===== config.mk =====
export PLATFORM = sky130hd
export DESIGN_NAME = hsi_mse_lib_scheduler_flat
export DESIGN_NICKNAME = d
export VERILOG_FILES = /design/src/rtl/hsi_mse_lib_scheduler_if.sv /design/src/rtl/hsi_mse_lib_scheduler.sv /design/src/flat_wrapper.sv
export SDC_FILE = /design/constraint.sdc
export NUM_CORES = 1
export LEC_CHECK = 0
export CORE_AREA = 3 3 114 116
export CTS_BUF_LIST = sky130_fd_sc_hd__clkbuf_4 sky130_fd_sc_hd__clkbuf_8
export DETAILED_ROUTE_END_ITERATION = 10
export DIE_AREA = 0 0 117 119
export GPL_ROUTABILITY_DRIVEN = 0
export HOLD_SLACK_MARGIN = 0.02
export PLACE_DENSITY = 0.95
export RECOVER_POWER = 100
export SLEW_MARGIN = 25
export SYNTH_ARGS = -nofsm -noshare
export SYNTH_HDL_FRONTEND = slang
export SYNTH_SLANG_ARGS = --single-unit

===== constraint.sdc =====
create_clock -name clk -period 6.6 [get_ports clk]
set_clock_uncertainty 0.05 [all_clocks]
set_input_delay 1.32 -clock clk [delete_from_list [all_inputs] [get_ports clk]]
set_output_delay 1.32 -clock clk [all_outputs]
set_load 0.02 [all_outputs]

===== src/rtl/hsi_mse_lib_scheduler_if.sv =====
// Memory-read and MSE-datapath bus between the library scheduler (master)
// and the pixel/library memories plus MSE unit (slave).
interface hsi_mse_lib_scheduler_if #(
  parameter int DATA_WIDTH     = 16,
  parameter int DATA_WIDTH_ACC = 48,
  parameter int LENGTH_BITS    = 10,
  parameter int LIB_ADDR       = 8
);
  logic                      rd_en_o;
  logic [LIB_ADDR-1:0]       rd_lib_idx_o;
  logic [LENGTH_BITS-1:0]    rd_band_o;
  logic [DATA_WIDTH-1:0]     pix_data_i;
  logic [DATA_WIDTH-1:0]     ref_data_i;
  logic                      mse_valid_o;
  logic [DATA_WIDTH-1:0]     mse_pix_o;
  logic [DATA_WIDTH-1:0]     mse_ref_o;
  logic                      mse_last_o;
  logic                      mse_res_valid_i;
  logic [DATA_WIDTH_ACC-1:0] mse_res_i;

  modport master (
    output rd_en_o, rd_lib_idx_o, rd_band_o,
    output mse_valid_o, mse_pix_o, mse_ref_o, mse_last_o,
    input  pix_data_i, ref_data_i, mse_res_valid_i, mse_res_i
  );

  modport slave (
    input  rd_en_o, rd_lib_idx_o, rd_band_o,
    input  mse_valid_o, mse_pix_o, mse_ref_o, mse_last_o,
    output pix_data_i, ref_data_i, mse_res_valid_i, mse_res_i
  );
endinterface


===== src/rtl/hsi_mse_lib_scheduler.sv =====
// Sweeps one pixel against every library entry through the MSE datapath and
// tracks the lowest MSE together with the library index that produced it.
module hsi_mse_lib_scheduler #(
  parameter int DATA_WIDTH     = 16,
  parameter int DATA_WIDTH_ACC = 48,
  parameter int LENGTH_BITS    = 10,
  parameter int HSI_BANDS      = 128,
  parameter int LIBRARY_SIZE   = 256,
  parameter int LIB_ADDR       = $clog2(LIBRARY_SIZE)
) (
  input  logic                      clk,
  input  logic                      rst,
  input  logic                      start_i,
  input  logic [LENGTH_BITS-1:0]    cfg_bands_i,
  input  logic [LIB_ADDR:0]         cfg_lib_size_i,
  output logic                      busy_o,
  output logic                      done_o,
  output logic                      error_o,
  output logic [DATA_WIDTH_ACC-1:0] min_mse_o,
  output logic [LIB_ADDR-1:0]       min_idx_o,
  hsi_mse_lib_scheduler_if.master   sched_if
);

  localparam logic [LENGTH_BITS-1:0] BANDS_MAX = LENGTH_BITS'(HSI_BANDS);
  localparam logic [LIB_ADDR:0]      LIB_MAX   = (LIB_ADDR+1)'(LIBRARY_SIZE);
  localparam logic [LENGTH_BITS-1:0] BAND_ONE  = LENGTH_BITS'(1);
  localparam logic [LIB_ADDR:0]      SIZE_ONE  = (LIB_ADDR+1)'(1);
  localparam logic [LIB_ADDR-1:0]    IDX_ONE   = LIB_ADDR'(1);

  typedef enum logic [1:0] {
    S_IDLE     = 2'd0,
    S_STREAM   = 2'd1,
    S_WAIT_RES = 2'd2,
    S_DONE     = 2'd3
  } state_t;

  state_t state_q, state_d;

  logic [LENGTH_BITS-1:0]    bands_q, bands_d;
  logic [LIB_ADDR:0]         lib_size_q, lib_size_d;
  logic [LIB_ADDR-1:0]       lib_idx_q, lib_idx_d;
  logic [LENGTH_BITS-1:0]    band_q, band_d;
  logic [DATA_WIDTH_ACC-1:0] min_q, min_d;
  logic [LIB_ADDR-1:0]       min_idx_q, min_idx_d;
  logic                      err_q, err_d;
  logic                      vld_p0_q, vld_p0_d;
  logic                      last_p0_q, last_p0_d;

  logic cfg_ok;
  logic accept;
  logic reject;
  logic band_last;
  logic lib_last;
  logic res_hit;
  logic better;

  assign cfg_ok    = (cfg_bands_i != '0) && (cfg_bands_i <= BANDS_MAX) &&
                     (cfg_lib_size_i != '0) && (cfg_lib_size_i <= LIB_MAX);
  assign accept    = (state_q == S_IDLE) && start_i && cfg_ok;
  assign reject    = (state_q == S_IDLE) && start_i && !cfg_ok;
  assign band_last = (band_q == (bands_q - BAND_ONE));
  // Compare one bit wider so a 256-entry sweep ends on index 255 without wrap.
  assign lib_last  = ({1'b0, lib_idx_q} == (lib_size_q - SIZE_ONE));
  assign res_hit   = (state_q == S_WAIT_RES) && sched_if.mse_res_valid_i;
  assign better    = (sched_if.mse_res_i < min_q);

  always_ff @(posedge clk or posedge rst) begin
    if (rst) begin
      state_q <= S_IDLE;
    end else begin
      state_q <= state_d;
    end
  end

  always_comb begin
    state_d = state_q;
    unique case (state_q)
      S_IDLE:     if (accept) state_d = S_STREAM;
      S_STREAM:   if (band_last) state_d = S_WAIT_RES;
      S_WAIT_RES: if (res_hit) state_d = lib_last ? S_DONE : S_STREAM;
      S_DONE:     state_d = S_IDLE;
      default:    state_d = S_IDLE;
    endcase
  end

  always_comb begin
    bands_d    = bands_q;
    lib_size_d = lib_size_q;
    lib_idx_d  = lib_idx_q;
    band_d     = band_q;
    min_d      = min_q;
    min_idx_d  = min_idx_q;
    err_d      = reject;
    vld_p0_d   = (state_q == S_STREAM);
    last_p0_d  = (state_q == S_STREAM) && band_last;

    if (accept) begin
      bands_d    = cfg_bands_i;
      lib_size_d = cfg_lib_size_i;
      lib_idx_d  = '0;
      band_d     = '0;
      min_d      = '1;
      min_idx_d  = '0;
    end

    if (state_q == S_STREAM) begin
      band_d = band_last ? '0 : band_q + BAND_ONE;
    end

    // Strict compare: an equal MSE later in the sweep keeps the earlier index.
    if (res_hit) begin
      if (better) begin
        min_d     = sched_if.mse_res_i;
        min_idx_d = lib_idx_q;
      end
      if (!lib_last) begin
        lib_idx_d = lib_idx_q + IDX_ONE;
      end
    end
  end

  always_ff @(posedge clk or posedge rst) begin
    if (rst) begin
      bands_q    <= '0;
      lib_size_q <= '0;
      lib_idx_q  <= '0;
      band_q     <= '0;
      min_q      <= '0;
      min_idx_q  <= '0;
      err_q      <= 1'b0;
      vld_p0_q   <= 1'b0;
      last_p0_q  <= 1'b0;
    end else begin
      bands_q    <= bands_d;
      lib_size_q <= lib_size_d;
      lib_idx_q  <= lib_idx_d;
      band_q     <= band_d;
      min_q      <= min_d;
      min_idx_q  <= min_idx_d;
      err_q      <= err_d;
      vld_p0_q   <= vld_p0_d;
      last_p0_q  <= last_p0_d;
    end
  end

  // Stage p0: memory returns read data one cycle after rd_en; valid/last are
  // delayed to match and the sample bus is held at zero between samples.
  always_comb begin
    busy_o                = (state_q != S_IDLE);
    done_o                = (state_q == S_DONE);
    error_o               = err_q;
    min_mse_o             = min_q;
    min_idx_o             = min_idx_q;
    sched_if.rd_en_o      = (state_q == S_STREAM);
    sched_if.rd_lib_idx_o = (state_q == S_STREAM) ? lib_idx_q : '0;
    sched_if.rd_band_o    = (state_q == S_STREAM) ? band_q : '0;
    sched_if.mse_valid_o  = vld_p0_q;
    sched_if.mse_last_o   = last_p0_q;
    sched_if.mse_pix_o    = vld_p0_q ? sched_if.pix_data_i : DATA_WIDTH'(0);
    sched_if.mse_ref_o    = vld_p0_q ? sched_if.ref_data_i : DATA_WIDTH'(0);
  end

endmodule


===== src/flat_wrapper.sv =====
// flat-port wrapper written by rule: the top's interface ports become plain ports
module hsi_mse_lib_scheduler_flat 
#(
  parameter int DATA_WIDTH     = 16,
  parameter int DATA_WIDTH_ACC = 48,
  parameter int LENGTH_BITS    = 10,
  parameter int HSI_BANDS      = 128,
  parameter int LIBRARY_SIZE   = 256,
  parameter int LIB_ADDR       = $clog2(LIBRARY_SIZE)
)
  (clk, rst, start_i, cfg_bands_i, cfg_lib_size_i, busy_o, done_o, error_o, min_mse_o, min_idx_o, sched_if_rd_en_o, sched_if_rd_lib_idx_o, sched_if_rd_band_o, sched_if_mse_valid_o, sched_if_mse_pix_o, sched_if_mse_ref_o, sched_if_mse_last_o, sched_if_pix_data_i, sched_if_ref_data_i, sched_if_mse_res_valid_i, sched_if_mse_res_i);
  hsi_mse_lib_scheduler_if #(.DATA_WIDTH(DATA_WIDTH), .DATA_WIDTH_ACC(DATA_WIDTH_ACC), .LENGTH_BITS(LENGTH_BITS), .LIB_ADDR(LIB_ADDR)) sched_if_i ();
  input  logic clk;
  input  logic rst;
  input  logic start_i;
  input  logic [LENGTH_BITS-1:0] cfg_bands_i;
  input  logic [LIB_ADDR:0] cfg_lib_size_i;
  output logic busy_o;
  output logic done_o;
  output logic error_o;
  output logic [DATA_WIDTH_ACC-1:0] min_mse_o;
  output logic [LIB_ADDR-1:0] min_idx_o;
  output wire logic [$bits(sched_if_i.rd_en_o)-1:0] sched_if_rd_en_o;
  output wire logic [$bits(sched_if_i.rd_lib_idx_o)-1:0] sched_if_rd_lib_idx_o;
  output wire logic [$bits(sched_if_i.rd_band_o)-1:0] sched_if_rd_band_o;
  output wire logic [$bits(sched_if_i.mse_valid_o)-1:0] sched_if_mse_valid_o;
  output wire logic [$bits(sched_if_i.mse_pix_o)-1:0] sched_if_mse_pix_o;
  output wire logic [$bits(sched_if_i.mse_ref_o)-1:0] sched_if_mse_ref_o;
  output wire logic [$bits(sched_if_i.mse_last_o)-1:0] sched_if_mse_last_o;
  input wire logic [$bits(sched_if_i.pix_data_i)-1:0] sched_if_pix_data_i;
  input wire logic [$bits(sched_if_i.ref_data_i)-1:0] sched_if_ref_data_i;
  input wire logic [$bits(sched_if_i.mse_res_valid_i)-1:0] sched_if_mse_res_valid_i;
  input wire logic [$bits(sched_if_i.mse_res_i)-1:0] sched_if_mse_res_i;
  assign sched_if_rd_en_o = sched_if_i.rd_en_o;
  assign sched_if_rd_lib_idx_o = sched_if_i.rd_lib_idx_o;
  assign sched_if_rd_band_o = sched_if_i.rd_band_o;
  assign sched_if_mse_valid_o = sched_if_i.mse_valid_o;
  assign sched_if_mse_pix_o = sched_if_i.mse_pix_o;
  assign sched_if_mse_ref_o = sched_if_i.mse_ref_o;
  assign sched_if_mse_last_o = sched_if_i.mse_last_o;
  assign sched_if_i.pix_data_i = sched_if_pix_data_i;
  assign sched_if_i.ref_data_i = sched_if_ref_data_i;
  assign sched_if_i.mse_res_valid_i = sched_if_mse_res_valid_i;
  assign sched_if_i.mse_res_i = sched_if_mse_res_i;
  hsi_mse_lib_scheduler #(.DATA_WIDTH(DATA_WIDTH), .DATA_WIDTH_ACC(DATA_WIDTH_ACC), .LENGTH_BITS(LENGTH_BITS), .HSI_BANDS(HSI_BANDS), .LIBRARY_SIZE(LIBRARY_SIZE), .LIB_ADDR(LIB_ADDR)) u_core (.clk(clk), .rst(rst), .start_i(start_i), .cfg_bands_i(cfg_bands_i), .cfg_lib_size_i(cfg_lib_size_i), .busy_o(busy_o), .done_o(done_o), .error_o(error_o), .min_mse_o(min_mse_o), .min_idx_o(min_idx_o), .sched_if(sched_if_i));
endmodule

==> flow_results.xml <==
<?xml version="1.0" encoding="UTF-8"?>
<metrics>
  <group name="run_status">
    <metric name="failed_checks" unit="">max-capacitance violations, max-slew violations</metric>
    <metric name="run_status" unit="">finished, violations left</metric>
  </group>
  <group name="hold_path">
    <metric name="whs_endpoint" unit="">u_core.min_idx_o[1]$_DFF_PP0_</metric>
    <metric name="timing.hold.worst.start" unit="">u_core.min_idx_o[1]$_DFF_PP0_</metric>
    <metric name="worst_hold_path.num_cells" unit="">2</metric>
    <metric name="worst_min_path_class" unit="">reg2reg</metric>
  </group>
  <group name="job">
    <metric name="maxCapViolCount" unit="">2</metric>
  </group>
  <group name="clock_tree">
    <metric name="cts-htree-levels" unit="">3</metric>
    <metric name="postCtsSetupRepairBufs" unit="">0</metric>
    <metric name="tritoncts_num_sinks" unit="">98</metric>
    <metric name="postCtsHoldBufs" unit="">0</metric>
    <metric name="clk_pin_slew" unit="ns">0.10</metric>
    <metric name="ctsRootBufferMaster" unit="">sky130_fd_sc_hd__clkbuf_8</metric>
    <metric name="cts.repair.resized" unit="">0</metric>
    <metric name="worstSkewPairLatency" unit="ns">0.37</metric>
    <metric name="clock_tree_from_tritoncts" unit="">yes</metric>
    <metric name="clk_path_buf_depth" unit="">2</metric>
    <metric name="cts_buffers" unit="">9</metric>
  </group>
  <group name="timing">
    <metric name="tightestPinTransition" unit="ns">2.14</metric>
    <metric name="fmax" unit="GHz">0.201</metric>
    <metric name="setup_viol_count_final" unit="">0</metric>
    <metric name="period_minus_slack" unit="ns">4.99</metric>
    <metric name="finalMaxSlewViolations" unit="">96</metric>
    <metric name="slew_headroom" unit="%">-42.5</metric>
    <metric name="post-route-period-util" unit="%">75.5</metric>
    <metric name="grt_setup_unrepaired" unit="">false</metric>
    <metric name="timing.final.hold_violations" unit="">0</metric>
    <metric name="timing.setup.tns" unit="ns">0</metric>
  </group>
  <group name="drt">
    <metric name="vias" unit="">5894</metric>
    <metric name="drt_first_iter_violations" unit="">488</metric>
    <metric name="route.detailed.vias_per_inst" unit="">5.56</metric>
    <metric name="routed_wirelength" unit="µm">16900</metric>
    <metric name="drc_errors" unit="">0</metric>
    <metric name="wire_per_inst" unit="µm">15.9</metric>
    <metric name="ant_nets" unit="">0</metric>
    <metric name="drt_pass1_iterations" unit="">5</metric>
  </group>
  <group name="global_routing">
    <metric name="groute.usage.overall" unit="%">24.5</metric>
    <metric name="antenna_found_initial" unit="">0</metric>
    <metric name="largest_net_degree_at_the_start_of_global_routing" unit="">69</metric>
    <metric name="grt_pass1_vias" unit="">5777</metric>
    <metric name="global_route.overflow_total" unit="">0</metric>
    <metric name="first_pass_grt_wire_length" unit="µm">27600</metric>
  </group>
  <group name="yosys">
    <metric name="syn-num-nets" unit="">873</metric>
    <metric name="post-synth-top-area-cell" unit="">sky130_fd_sc_hd__dfrtp_1</metric>
    <metric name="post_synth_instance_area" unit="mm²">0.00613</metric>
    <metric name="dominantRegCellSynth" unit="">sky130_fd_sc_hd__dfrtp_1</metric>
    <metric name="post_synth_num_cell_types" unit="">50</metric>
    <metric name="async_flop_share" unit="%">100</metric>
    <metric name="synth.yosys.seq_area_share" unit="%">40.0</metric>
    <metric name="ys_top_cells_by_area" unit="">sky130_fd_sc_hd__dfrtp_1 (40%), sky130_fd_sc_hd__ha_1 (10%), sky130_fd_sc_hd__a31oi_1 (5.2%), sky130_fd_sc_hd__nor2_1 (4.8%), sky130_fd_sc_hd__and2_1 (4.6%)</metric>
    <metric name="synthesis.yosys.warnings" unit="">0</metric>
    <metric name="post_synth_inst_count" unit="">719</metric>
    <metric name="synth_edf_count" unit="">0</metric>
    <metric name="netlist.area_leader.share" unit="%">40.0</metric>
    <metric name="ys_ff_latch" unit="">98</metric>
    <metric name="synthesis.area_per_instance" unit="µm²">8.53</metric>
  </group>
  <group name="floorplanning">
    <metric name="std_cell_rows" unit="">40</metric>
    <metric name="die-area" unit="mm²">0.0139</metric>
    <metric name="initial_core_util" unit="%">51.1</metric>
    <metric name="floorplan.io_pins" unit="">215</metric>
    <metric name="core_box_area" unit="mm²">0.0120</metric>
    <metric name="die_y" unit="µm">119</metric>
    <metric name="die_x" unit="µm">117</metric>
  </group>
  <group name="worst_setup_path">
    <metric name="largest_fanout_on_the_critical_path" unit="">46</metric>
    <metric name="r2r_slack" unit="ns">3.52</metric>
    <metric name="r2r-end" unit="">u_core.min_mse_o[5]$_DFF_PP0_</metric>
    <metric name="worst_r2r_startpoint" unit="">u_core.state_q[0]$_DFFE_PP0P_</metric>
    <metric name="worst_r2r_path_depth" unit="">4</metric>
    <metric name="worst_ep_required_time" unit="ns">6.70</metric>
    <metric name="worstSetupEndpointType" unit="">register</metric>
    <metric name="data_arrival_time_of_the_worst_path" unit="ns">5.08</metric>
    <metric name="path_class" unit="">in2reg</metric>
    <metric name="worst_setup_path_start_kind" unit="">input pin</metric>
  </group>
  <group name="placement">
    <metric name="dp.final_hpwl" unit="µm">12800</metric>
    <metric name="port_buffers" unit="">214</metric>
  </group>
  <group name="power_and_ir_drop">
    <metric name="power_per_cell_area" unit="mW/mm²">300</metric>
    <metric name="p_leak" unit="nW">4.01</metric>
    <metric name="power.ir.vdd_worst" unit="V">0.000214</metric>
  </group>
  <group name="cells_and_area">
    <metric name="n_antenna_cell" unit="">0</metric>
    <metric name="register_area" unit="mm²">0.00245</metric>
    <metric name="fillcell_total" unit="">886</metric>
    <metric name="layout.cells.most_common_list" unit="">sky130_fd_sc_hd__dlygate4sd3_1 (110), sky130_fd_sc_hd__clkdlybuf4s50_1 (104), sky130_fd_sc_hd__dfrtp_1 (98), sky130_fd_sc_hd__nor2_1 (78), sky130_fd_sc_hd__inv_1 (68)</metric>
    <metric name="area_of_the_multi_input_gates" unit="mm²">0.00324</metric>
    <metric name="post_route_cells_drive_above_1_share" unit="%">3.17</metric>
    <metric name="syn_to_final_growth" unit="%">38.9</metric>
    <metric name="post-route-util" unit="%">70.9</metric>
    <metric name="layout.cells.most_common" unit="">sky130_fd_sc_hd__dlygate4sd3_1</metric>
    <metric name="layout.nets" unit="">1063</metric>
  </group>
</metrics>
[registers in the layout, indices dropped and copies added (netlist names)]
| register | flops |
|---|---|
| u_core.min_mse_o | 48 |
| u_core.band_q | 10 |
| u_core.bands_q | 10 |
| u_core.lib_size_q | 9 |
| u_core.lib_idx_q | 8 |
| u_core.min_idx_o | 8 |
| u_core.state_q | 2 |
| u_core.error_o | 1 |
| u_core.sched_if.mse_last_o | 1 |
| u_core.sched_if.mse_valid_o | 1 |
[where the power goes]
part | switching, W | internal (W) | leakage, nW | total, W
sequential | 0.000170 | 0.000748 | 1.10 | 0.000918
combinational | 0.000666 | 0.000562 | 2.81 | 0.00123
clock | 0.000220 | 0.000186 | 0.103 | 0.000407
[cell type report]
type / count / share of cell area (%)
timing repair buffer: 220 / 25.5
inverter: 69 / 3.05
multi-input combinational: 511 / 38.1
clock inverter: 6 / 0.764
sequential: 98 / 28.8
tap: 147 / 2.16
clock buffer: 10 / 1.62
[critical path: stages]
cell and delay, ns:
sky130_fd_sc_hd__dlygate4sd3_1 0.54, sky130_fd_sc_hd__or4_1 0.51, sky130_fd_sc_hd__nor4_1 0.24, sky130_fd_sc_hd__xor2_1 0.18, sky130_fd_sc_hd__nor4_1 0.09, sky130_fd_sc_hd__nand3_1 0.29, sky130_fd_sc_hd__clkbuf_1 1.56, sky130_fd_sc_hd__a31oi_1 0.30
[cells by family after synthesis]
logic type                 Yosys count  share of synthesized area [%]
muxes                                4                          0.653
and+or+nand+nor                    292                           23.9
DFF                                 98                           40.0
xor gates and xnor gates            22                           3.14
buffers and inverters              110                           7.16
adders and majority gates           51                           10.4
AOI/OAI and AO/OA                  142                           14.8
[stage by stage]
step,power (W),setup slack (ns),cell area (µm²),cells,hold slack (ns)
2_1_floorplan,0.00169,2.67,6130,719,0.412
3_3_place_gp,0.00216,2.45,8330,1045,0.431
3_5_place_dp,0.00221,2.37,8340,1045,0.442
4_1_cts,0.00262,2.57,8540,1061,0.471
5_1_grt,0.00274,1.37,8520,1061,0.506
6_report,0.00255,1.61,8520,1061,0.467
[synth_stat cells (all sizes together), types with 7 or more instances]
cell,instances
buf,7
nand3,26
clkbuf,34
ha,51
nand2,67
a22o,11
nand4,19
a21oi,22
o21ai,30
nor2b,7
nor4,7
dfrtp,98
nor2,78
inv,69
and2,45
a31oi,51
nor3,9
a21o,7
xnor2,16
[metal layers]
layer	GRT usage (%)	wire (µm)
met1	31.8	7320
met2	41.4	8340
met3	2.90	815
met4	9.03	434
met5	0	0
[worst max path at each step]
stage	end	slack [ns]	depth (start not counted)	startpoint
floorplan	u_core.band_q[0]$_DFFE_PP0P_	2.67	1	rst
global placement	u_core.band_q[9]$_DFFE_PP0P_	2.45	9	cfg_bands_i[3]
detailed placement	u_core.band_q[9]$_DFFE_PP0P_	2.37	9	cfg_bands_i[3]
CTS	sched_if_rd_band_o[0]	2.57	4	u_core.state_q[1]$_DFFE_PP0P_
global route	u_core.lib_idx_q[1]$_DFF_PP0_	1.37	9	cfg_bands_i[3]
finish	u_core.min_mse_o[5]$_DFF_PP0_	1.61	8	cfg_bands_i[3]
No activity file was read; power rests on OpenSTA's default activity.
